<file path="src/rtl/bypass_buff_mp_pkg.sv">
// rtl/bypass_buff_mp_pkg.sv - shared defaults and helpers for the write-back bypass buffer
package bypass_buff_mp_pkg;

  localparam int DEF_BUFF_SIZE  = 8;
  localparam int DEF_NUM_SRC    = 3;
  localparam int DEF_WIDTH_DATA = 32;
  localparam int DEF_WIDTH_IDX  = 8;

  // Ring pointers carry one wrap bit above the slot index so full and empty differ.
  function automatic int ptr_width(input int buff_size);
    return $clog2(buff_size) + 1;
  endfunction

endpackage

</file>
<file path="src/rtl/bypass_ring_ctrl.sv">
// rtl/bypass_ring_ctrl.sv - write/read pointers, occupancy and head management of the bypass ring
module bypass_ring_ctrl
  import bypass_buff_mp_pkg::*;
#(
  parameter int BUFF_SIZE = DEF_BUFF_SIZE
) (
  input  logic                         clock,
  input  logic                         reset,
  input  logic                         wr_en,
  input  logic                         clr,
  input  logic                         head_valid,
  output logic [$clog2(BUFF_SIZE)-1:0] wr_idx,
  output logic [$clog2(BUFF_SIZE)-1:0] rd_idx,
  output logic                         full,
  output logic                         empty,
  output logic [$clog2(BUFF_SIZE):0]   num
);

  localparam int PW = ptr_width(BUFF_SIZE);

  logic [PW-1:0] wr_ptr_q, wr_ptr_d;
  logic [PW-1:0] rd_ptr_q, rd_ptr_d;

  always_comb begin
    num      = wr_ptr_q - rd_ptr_q;
    full     = (num == PW'(BUFF_SIZE));
    empty    = (num == '0);
    wr_ptr_d = wr_ptr_q;
    rd_ptr_d = rd_ptr_q;
    if (wr_en) wr_ptr_d = wr_ptr_q + PW'(1);
    // Clr keeps only a same-cycle write; otherwise overwrite-when-full and hole reclaim share one step.
    if (clr) rd_ptr_d = wr_ptr_q;
    else if ((wr_en && full) || (!empty && !head_valid)) rd_ptr_d = rd_ptr_q + PW'(1);
  end

  always_ff @(posedge clock) begin
    if (reset) begin
      wr_ptr_q <= '0;
      rd_ptr_q <= '0;
    end else begin
      wr_ptr_q <= wr_ptr_d;
      rd_ptr_q <= rd_ptr_d;
    end
  end

  assign wr_idx = wr_ptr_q[PW-2:0];
  assign rd_idx = rd_ptr_q[PW-2:0];

endmodule

</file>
<file path="src/rtl/bypass_buff_mp.sv">
// rtl/bypass_buff_mp.sv - multi-port write-back bypass buffer with youngest-match forwarding
module bypass_buff_mp
  import bypass_buff_mp_pkg::*;
#(
  parameter int BUFF_SIZE  = DEF_BUFF_SIZE,
  parameter int NUM_SRC    = DEF_NUM_SRC,
  parameter int WIDTH_DATA = DEF_WIDTH_DATA,
  parameter int WIDTH_IDX  = DEF_WIDTH_IDX
) (
  input  logic                            clock,
  input  logic                            reset,
  input  logic                            I_Stall,
  input  logic                            I_WB_Valid,
  input  logic [WIDTH_IDX-1:0]            I_WB_Index,
  input  logic [WIDTH_DATA-1:0]           I_WB_Data,
  input  logic [WIDTH_IDX-1:0]            I_Slice_Len,
  input  logic [NUM_SRC-1:0]              I_Src_Valid,
  input  logic [NUM_SRC*WIDTH_IDX-1:0]    I_Src_Index,
  input  logic [NUM_SRC*WIDTH_DATA-1:0]   I_Src_Data,
  output logic [NUM_SRC*WIDTH_DATA-1:0]   O_Src_Data,
  output logic [NUM_SRC-1:0]              O_Hit,
  output logic                            O_Full,
  output logic                            O_Empty,
  output logic [$clog2(BUFF_SIZE):0]      O_Num
);

  localparam int AW = $clog2(BUFF_SIZE);

  typedef struct packed {
    logic                  v;
    logic [WIDTH_IDX-1:0]  idx;
    logic [WIDTH_DATA-1:0] data;
  } bypass_entry_t;

  bypass_entry_t        buff_q [BUFF_SIZE];
  bypass_entry_t        buff_d [BUFF_SIZE];
  logic [NUM_SRC-1:0]   run_q, run_d;
  logic [WIDTH_IDX-1:0] end_q [NUM_SRC];
  logic [WIDTH_IDX-1:0] end_d [NUM_SRC];

  logic [AW-1:0]        wr_idx, rd_idx;
  logic                 scalar, clr, head_valid;
  logic [NUM_SRC-1:0]   fwd, buf_hit, settled;
  logic [AW-1:0]        sel_idx [NUM_SRC];

  assign scalar     = (I_Slice_Len == '0);
  assign head_valid = buff_q[rd_idx].v;
  assign clr        = !scalar && !I_Stall && (&settled);

  bypass_ring_ctrl #(.BUFF_SIZE(BUFF_SIZE)) u_ring (
    .clock      (clock),
    .reset      (reset),
    .wr_en      (I_WB_Valid),
    .clr        (clr),
    .head_valid (head_valid),
    .wr_idx     (wr_idx),
    .rd_idx     (rd_idx),
    .full       (O_Full),
    .empty      (O_Empty),
    .num        (O_Num)
  );

  for (genvar k = 0; k < NUM_SRC; k++) begin : g_src
    logic [WIDTH_IDX-1:0]  idx;
    logic [BUFF_SIZE-1:0]  match, rot;
    logic                  hit;
    logic [AW-1:0]         sel;
    logic [WIDTH_DATA-1:0] data;

    assign idx        = I_Src_Index[k*WIDTH_IDX +: WIDTH_IDX];
    assign fwd[k]     = I_Src_Valid[k] && I_WB_Valid && (I_WB_Index == idx);
    assign settled[k] = run_q[k] ? (I_Src_Valid[k] && (idx == end_q[k])) : !I_Src_Valid[k];

    // Rotating by Wr_Ptr puts the youngest slot at the top bit, so the last set bit wins.
    always_comb begin
      match = '0;
      rot   = '0;
      hit   = 1'b0;
      sel   = '0;
      for (int i = 0; i < BUFF_SIZE; i++)
        match[i] = I_Src_Valid[k] && buff_q[i].v && (buff_q[i].idx == idx);
      for (int j = 0; j < BUFF_SIZE; j++)
        rot[j] = match[AW'(wr_idx + AW'(j))];
      for (int j = 0; j < BUFF_SIZE; j++) begin
        if (rot[j]) begin
          hit = 1'b1;
          sel = AW'(wr_idx + AW'(j));
        end
      end
    end

    always_comb begin
      data = I_Src_Data[k*WIDTH_DATA +: WIDTH_DATA];
      if (!I_Stall) begin
        if (fwd[k]) data = I_WB_Data;
        else if (hit) data = buff_q[sel].data;
      end
    end

    assign buf_hit[k] = hit;
    assign sel_idx[k] = sel;
    assign O_Hit[k]   = !I_Stall && (fwd[k] || hit);
    assign O_Src_Data[k*WIDTH_DATA +: WIDTH_DATA] = data;
  end

  always_comb begin
    run_d = run_q;
    end_d = end_q;
    if (!scalar && !I_Stall) begin
      for (int k = 0; k < NUM_SRC; k++) begin
        if (!run_q[k]) begin
          if (I_Src_Valid[k]) begin
            run_d[k] = 1'b1;
            end_d[k] = I_Src_Index[k*WIDTH_IDX +: WIDTH_IDX] + I_Slice_Len;
          end
        end else if (settled[k]) begin
          run_d[k] = 1'b0;
        end
      end
    end
  end

  always_comb begin
    buff_d = buff_q;
    if (clr) begin
      for (int i = 0; i < BUFF_SIZE; i++) buff_d[i].v = 1'b0;
    end
    if (scalar && !I_Stall) begin
      for (int k = 0; k < NUM_SRC; k++)
        if (buf_hit[k] && !fwd[k]) buff_d[sel_idx[k]].v = 1'b0;
    end
    // A scalar same-cycle forward consumes the value, so it lands as a hole.
    if (I_WB_Valid) begin
      buff_d[wr_idx].v    = !(scalar && !I_Stall && (|fwd));
      buff_d[wr_idx].idx  = I_WB_Index;
      buff_d[wr_idx].data = I_WB_Data;
    end
  end

  always_ff @(posedge clock) begin
    if (reset) begin
      run_q <= '0;
      for (int k = 0; k < NUM_SRC; k++) end_q[k] <= '0;
      for (int i = 0; i < BUFF_SIZE; i++) buff_q[i] <= '0;
    end else begin
      run_q  <= run_d;
      end_q  <= end_d;
      buff_q <= buff_d;
    end
  end

endmodule
</file>
<file path="config.mk">
export PLATFORM = sky130hd
export DESIGN_NAME = bypass_buff_mp
export DESIGN_NICKNAME = d
export VERILOG_FILES = /design/src/rtl/bypass_buff_mp_pkg.sv /design/src/rtl/bypass_ring_ctrl.sv /design/src/rtl/bypass_buff_mp.sv
export SDC_FILE = /design/constraint.sdc
export NUM_CORES = 2
export LEC_CHECK = 0
export ABC_AREA = 1
export CORE_ASPECT_RATIO = 1.1
export CORE_MARGIN = 2
export CORE_UTILIZATION = 35
export DETAILED_ROUTE_END_ITERATION = 12
export GPL_TIMING_DRIVEN = 0
export MAX_ROUTING_LAYER = met4
export PLACE_DENSITY = 0.55
export REMOVE_ABC_BUFFERS = 1
export SETUP_SLACK_MARGIN = 0.3
export SYNTH_ARGS = -nofsm -noshare
export SYNTH_HDL_FRONTEND = slang
export SYNTH_HIERARCHICAL = 1
export SYNTH_SLANG_ARGS = --single-unit
export TNS_END_PERCENT = 5
</file>
<file path="constraint.sdc">
create_clock -name clock -period 4.1 [get_ports clock]
set_clock_uncertainty 0.2 [all_clocks]
set_input_delay 0.615 -clock clock [delete_from_list [all_inputs] [get_ports clock]]
set_output_delay 0.615 -clock clock [all_outputs]
set_load 0.01 [all_outputs]
</file>
======== Yosys cells after proc, flatten, opt, wreduce, memory -nomap -nowiden ========
Cells that the tools add are included.
storage, ports and cells
  flip-flop bits (word level) ............. 363
  input bits .............................. 175
  output and inout bits ................... 105
  logic and storage cells ................. 359
cells by class
  add/subtract/negate cells ............... 13
  magnitude comparators ................... 17
  eq/ne operators ......................... 31
  muxes and demuxes ....................... 164
  bitwise operators ....................... 8
  reductions and logical operators ........ 96
operators with widths
  operator                                                  count
  two-way mux 328 bit                                       7
  bitwise mux 328 bit                                       6
  demux 41 bit (select 3 bit)                               6
  two-way mux 32 bit                                        16
  binary-select mux 41 bit (select 3 bit)                   4
  two-way mux 41 bit                                        6
  == test 8 bit                                             30
  logical AND 1 bit                                         73
  binary-select mux 1 bit (select 3 bit)                    24
  two-way mux 3 bit                                         24
  two-way mux 1 bit                                         68
  two-way mux 40 bit                                        1
  < comparator 3 x 4 -> 1 bit, second input constant        8
  adder 8 bit                                               3
  greater-or-equal comparator 4 bit, second input constant  5
  inverter 3 -> 4 bit                                       5
  < comparator 4 x 1 -> 1 bit, second input constant        4
  adder 3 bit, second input constant                        4
  AND reduction 3 bit                                       4
  logical NOT 1 bit                                         11
  adder 4 x 1 -> 4 bit, second input constant               2
  logical NOT 8 bit                                         1
  two-way mux 4 bit                                         2
  adder 3 x 2 -> 3 bit, second input constant               2
  other kinds (8)                                           13

======== Logic depth before layout (Yosys ltp) ========
  depth after elaboration ................. 30
  depth in mapped cells ................... 33
  gate-level depth less buffers ........... 29

======== Hierarchy ========
Netlist, hierarchy kept.
by module, submodules not included
  module            instances  cells an instance  area each (um^2)
  bypass_buff_mp    1          5926               31627.8
  bypass_ring_ctrl  1          96                 634.4

======== Worst setup path before layout ========
Ideal clock, no wire load.
  kind .................................... register to output
  start ................................... register u_ring.wr_ptr_q[0]
  end ..................................... output O_Src_Data[69]
  arrival time ............................ 3.747 ns
  required time ........................... 3.285 ns
  slack ................................... -0.462 ns
  stages on the path, launching flop included .. 33
  cells stage by stage .................... dfxtp_1 > buf_4 > buf_2 > inv_1 > buf_2 > buf_1 > buf_2 > ha_1 > buf_2 > inv_1 > buf_2 > buf_1 > nand2_1 > nand2_1 > nand2_1 > nand2_1 > inv_1 > nand2_1 > nand2_1 > nand2_1 > nand2_1 > nand2_1 > nand2_1 > nand2_2 > nand2_1 > inv_2 > buf_2 > nand2_1 > nand2_1 > o21ai_1 > nand2_1 > nand2_1 > nand2_1
between the ends
  longest elaborated chain between the ends .. 17
  elaborated cells between the ends (all ways) .. 46
ends and longest elaborated chain
  what                                                                            line                                        RTL
  from (decl)                                                                     bypass_ring_ctrl.sv:21                      logic [PW-1:0] wr_ptr_q, wr_ptr_d;
  from (signal assigned)                                                          bypass_ring_ctrl.sv:41                      wr_ptr_q <= wr_ptr_d;
  adder 3 x 1 -> 3 bit or binary-select mux 1 bit (select 3 bit) (tied branches)  bypass_buff_mp.sv:83, bypass_buff_mp.sv:87
  binary-select mux 1 bit (select 3 bit) or two-way mux 1 bit (tied branches)     bypass_buff_mp.sv:83                        rot[j] = match[AW'(wr_idx + AW'(j))];
  two-way mux 1 bit (implied by the code) or two-way mux 3 bit (tied branches)    bypass_buff_mp.sv:83, bypass_buff_mp.sv:85
  two-way mux 3 bit (7 in a row)                                                  bypass_buff_mp.sv:85                        if (rot[j]) begin
  inverter 3 -> 4 bit (implied by the code)                                       bypass_buff_mp.sv:96                        else if (hit) data = buff_q[sel].data;
  binary-select mux 41 bit (select 3 bit)                                         bypass_buff_mp.sv:96
  two-way mux 32 bit (implied by the code) (2 in a row)                           bypass_buff_mp.sv:96
  two-way mux 32 bit *                                                            bypass_buff_mp.sv:96
  two-way mux 32 bit *                                                            bypass_buff_mp.sv:95                        if (fwd[k]) data = I_WB_Data;
  two-way mux 32 bit *                                                            bypass_buff_mp.sv:94                        if (!I_Stall) begin
  to (decl)                                                                       bypass_buff_mp.sv:20                        output logic [NUM_SRC*WIDTH_DATA-1:0] O_Src_Data,
Mark *: on every way between the ends. The rest lies on a longest branch, timed or not. The select of a mux whose other input is x is not followed.

======== Worst setup path in the final report ========
  start ................................... register u_ring.wr_ptr_q[0]
  end ..................................... output O_Src_Data[70]
The elaborated chain is that of the path after synthesis.

==> results.sh <==
export IMPL_min_period_over_period=1.23
export IMPL_drtPass1Iterations=6
export IMPL_synth_top_flop_cell="dfxtp_1"
export IMPL_die_w_um=293
export IMPL_ir_worst_vdd_v=0.000284
export IMPL_powerDensity_nw_per_um2=394
export IMPL_reg2reg_depth=21
export IMPL_holdPathStages=2
export IMPL_cts_clk_slew_worst_paths_ns=0.06
export IMPL_drive_above_1_share=0.164
export IMPL_synth_distinct_cells=53
export IMPL_fp_row_count=116
export IMPL_worst_ep_required_time_ns=3.28
export IMPL_syn_to_final_growth_pct=34.5
export IMPL_grt_pass1_vias=39600
export IMPL_cts_tree="yes"
export IMPL_violations="negative setup slack"
export IMPL_cts_buffers=50
export IMPL_synth_mux_area_frac=0
export IMPL_hold_viol=0
export IMPL_worst_setup_path_type="reg2out"
export IMPL_reg2reg_from="u_ring/wr_ptr_q[1]"
export IMPL_ioPinCount=280
export IMPL_final_common_cell="nand2_1"
export IMPL_worstSetupStartpointType="flop"
export IMPL_yosysSeqAreaShare=0.225
export IMPL_netlist_area_leader_share=0.324
export IMPL_status="finished with violations"
export IMPL_worstReg2RegEnd="buff_q[163]"
export IMPL_syn_area_per_cell_um2=5.36
export IMPL_cts_root_to_sink_buffers=3
export IMPL_yosysTopAreaCell="nand2_1"
export IMPL_yosys_top_cells_area="nand2_1, dfxtp_1, nand3_1"
export IMPL_final_cell_area_um2=43400
export IMPL_ys_warn_count=6
export IMPL_fin_util=0.476
export IMPL_grt_start_max_net_pins=135
export IMPL_final_cell_mix="nand2_1, nand3_1, a21oi_1, inv_1, o21ai_0"
export IMPL_postRouteAntennaNets=0
export IMPL_start_util=0.354
export IMPL_maxSlewViolCount=0
export IMPL_async_reset_ff_frac=0
export IMPL_clk_latency_ns=0.65
export IMPL_synth_xor_area_frac=0.0201
export IMPL_finalNetCount=6500
export IMPL_core_area_um2=91100
export IMPL_netlist_instances=6022
export IMPL_max_slew_worst_pin_slew_ns=1.28
export IMPL_crit_end="O_Src_Data[70]"
export IMPL_r2r_slack_ns=0.07
export IMPL_rsz0062_at_grt="yes"
export IMPL_cts_sinks=363
export IMPL_synth_cell_area_um2=32300
export IMPL_synth_simple_area_share=0.459
export IMPL_grt_first_pass_wirelength_mm=261
export IMPL_synth_top_family_by_area="simple AND/OR/NAND/NOR gates"
export IMPL_synthAdderAreaFrac=0.0149
export IMPL_dp_hpwl_mm=90.5
export IMPL_track_usage=0.381
export IMPL_vias=42800
export IMPL_p_leak_nw=20.8
export IMPL_postLayoutSetupSlackWorst_ns=-0.961
export IMPL_drv_cap=0
export IMPL_wl_mm=181
export IMPL_crit_path_top_delay_cell="dfxtp_4"
export IMPL_crit_fanout=12
export IMPL_post_place_ws_ns=-4.60
export IMPL_drt_iter0_drc=5176
export IMPL_yosys_register_bits=363
export IMPL_cp_slowest_stage_delay_ns=0.36
export IMPL_fmax_mhz=198
export IMPL_layout_min_cycle_time_ns=5.06
export IMPL_placed_area_um2=35700
export IMPL_synth_edf_count=0
export IMPL_route_detailed_drc=0
export IMPL_via_per_inst=5.71
export IMPL_setup_viol=100
export IMPL_die_area_um2=94600
export IMPL_synth_compound_area_frac=0.156
export IMPL_cts_root_buf="clkbuf_16"
export IMPL_htreeDepth=2
export IMPL_cp_startpoint="u_ring/wr_ptr_q[0]"
export IMPL_end_kind="output pin"
export IMPL_place_gp_congestion=0.969
export IMPL_die_h_um=322
export IMPL_hold_path_class="reg2reg"
export IMPL_wire_per_inst_um=24.1
export IMPL_maxSlewHeadroom=0.149
export IMPL_cpMostUsedCell="nand2_1"
export IMPL_antenna_found_initial=3
export IMPL_portBuffers=279
export IMPL_cp_data_arrival_time_ns=4.25
export IMPL_grt_overflow=0
state kept, by name, summed over array words and instances, names as in the netlist:
register         cells
u_ring/wr_ptr_q      4
buff_q             328
end_q               24
u_ring/rd_ptr_q      4
run_q                3
kinds of logic (layout without fill, tap and decap cells):
family	after synthesis	count (layout)
fa+ha+maj	36	36
buf+inv	911	1195
xor+xnor	74	74
compound gates	973	973
flops	363	363
other cells	0	2
simple gates	3665	3682
critical path, delay by kind of cell, from the launching register on:
kind,cells,cell delay (ns)
simple gates,17,1.37
buf+inv,8,1.27
flops,1,0.36
xor+xnor,1,0.24
fa+ha+maj,1,0.17
compound gates,1,0.17
stage by stage:
step	TNS, ns	cells	power (mW)	hold WS (ns)
after CTS	-65.47	7494	16.5	0.272
after global placement	-3481.91	7063	8.81	0.263
after global routing	-95.15	7505	17.4	0.293
after detailed placement	-448.91	7106	9.17	0.265
final	-78.23	7505	17.1	0.275
after floorplan	-755.17	5604	6.40	0.252
cells in the mapped netlist, types with 21 or more instances:
cell type and count:
nand2_1 2785, nand3_1 561, inv_1 451, a21oi_1 445, o21ai_0 383, dfxtp_1 363, nor2_1 194, clkbuf_1 184
buf_2 151, o21ai_1 96, xor2_1 49, nand4_1 41, buf_6 38, buf_4 36, inv_2 33, ha_1 32
xnor2_1 25, nand2_2 21
worst min-delay path by stage:
stage / from / to
CTS: I_Src_Index[8] / end_q[8]
global route: buff_q[289] / buff_q[289]
floorplan: buff_q[0] / buff_q[0]
global placement: buff_q[129] / buff_q[129]
finish: buff_q[45] / buff_q[45]
detailed placement: buff_q[264] / buff_q[264]
layer usage:
layer	vias up	part of all wire	track usage
met3	953	0.13	0.103
met5	-	0	-
met1	19300	0.37	0.457
li1	19700	-	-
met4	0	0.088	0.263
met2	2962	0.41	0.553
repair_timing:
item | 4_1_cts | 5_1_grt
gates resized for setup | 1018 | 183
buffers inserted | 219 | 9
endpoints found under the setup margin | 237 | 110
gates cloned | 83 | 0
hold buffers | 0 | 0
pin swaps | 155 | 121
cell type report:
cell class	instances	area, um^2
Multi-Input combinational cell	4765	22800
Clock inverter	10	140
Timing Repair inverter	4	40.0
Inverter	493	2040
Timing Repair Buffer	612	8000
Sequential cell	363	7370
Fill cell	9408	47700
Tap cell	1180	1480
Antenna cell	2	5.00
Clock buffer	76	1520
power breakdown:
| group | total (mW) | internal [mW] | switching (mW) |
|---|---|---|---|
| sequential | 3.83 | 3.66 | 0.175 |
| combinational | 8.66 | 3.36 | 5.29 |
| clock | 4.60 | 2.67 | 1.93 |
| total | 17.1 | 9.69 | 7.40 |
Note: power is estimated with default switching activity, not from simulation.
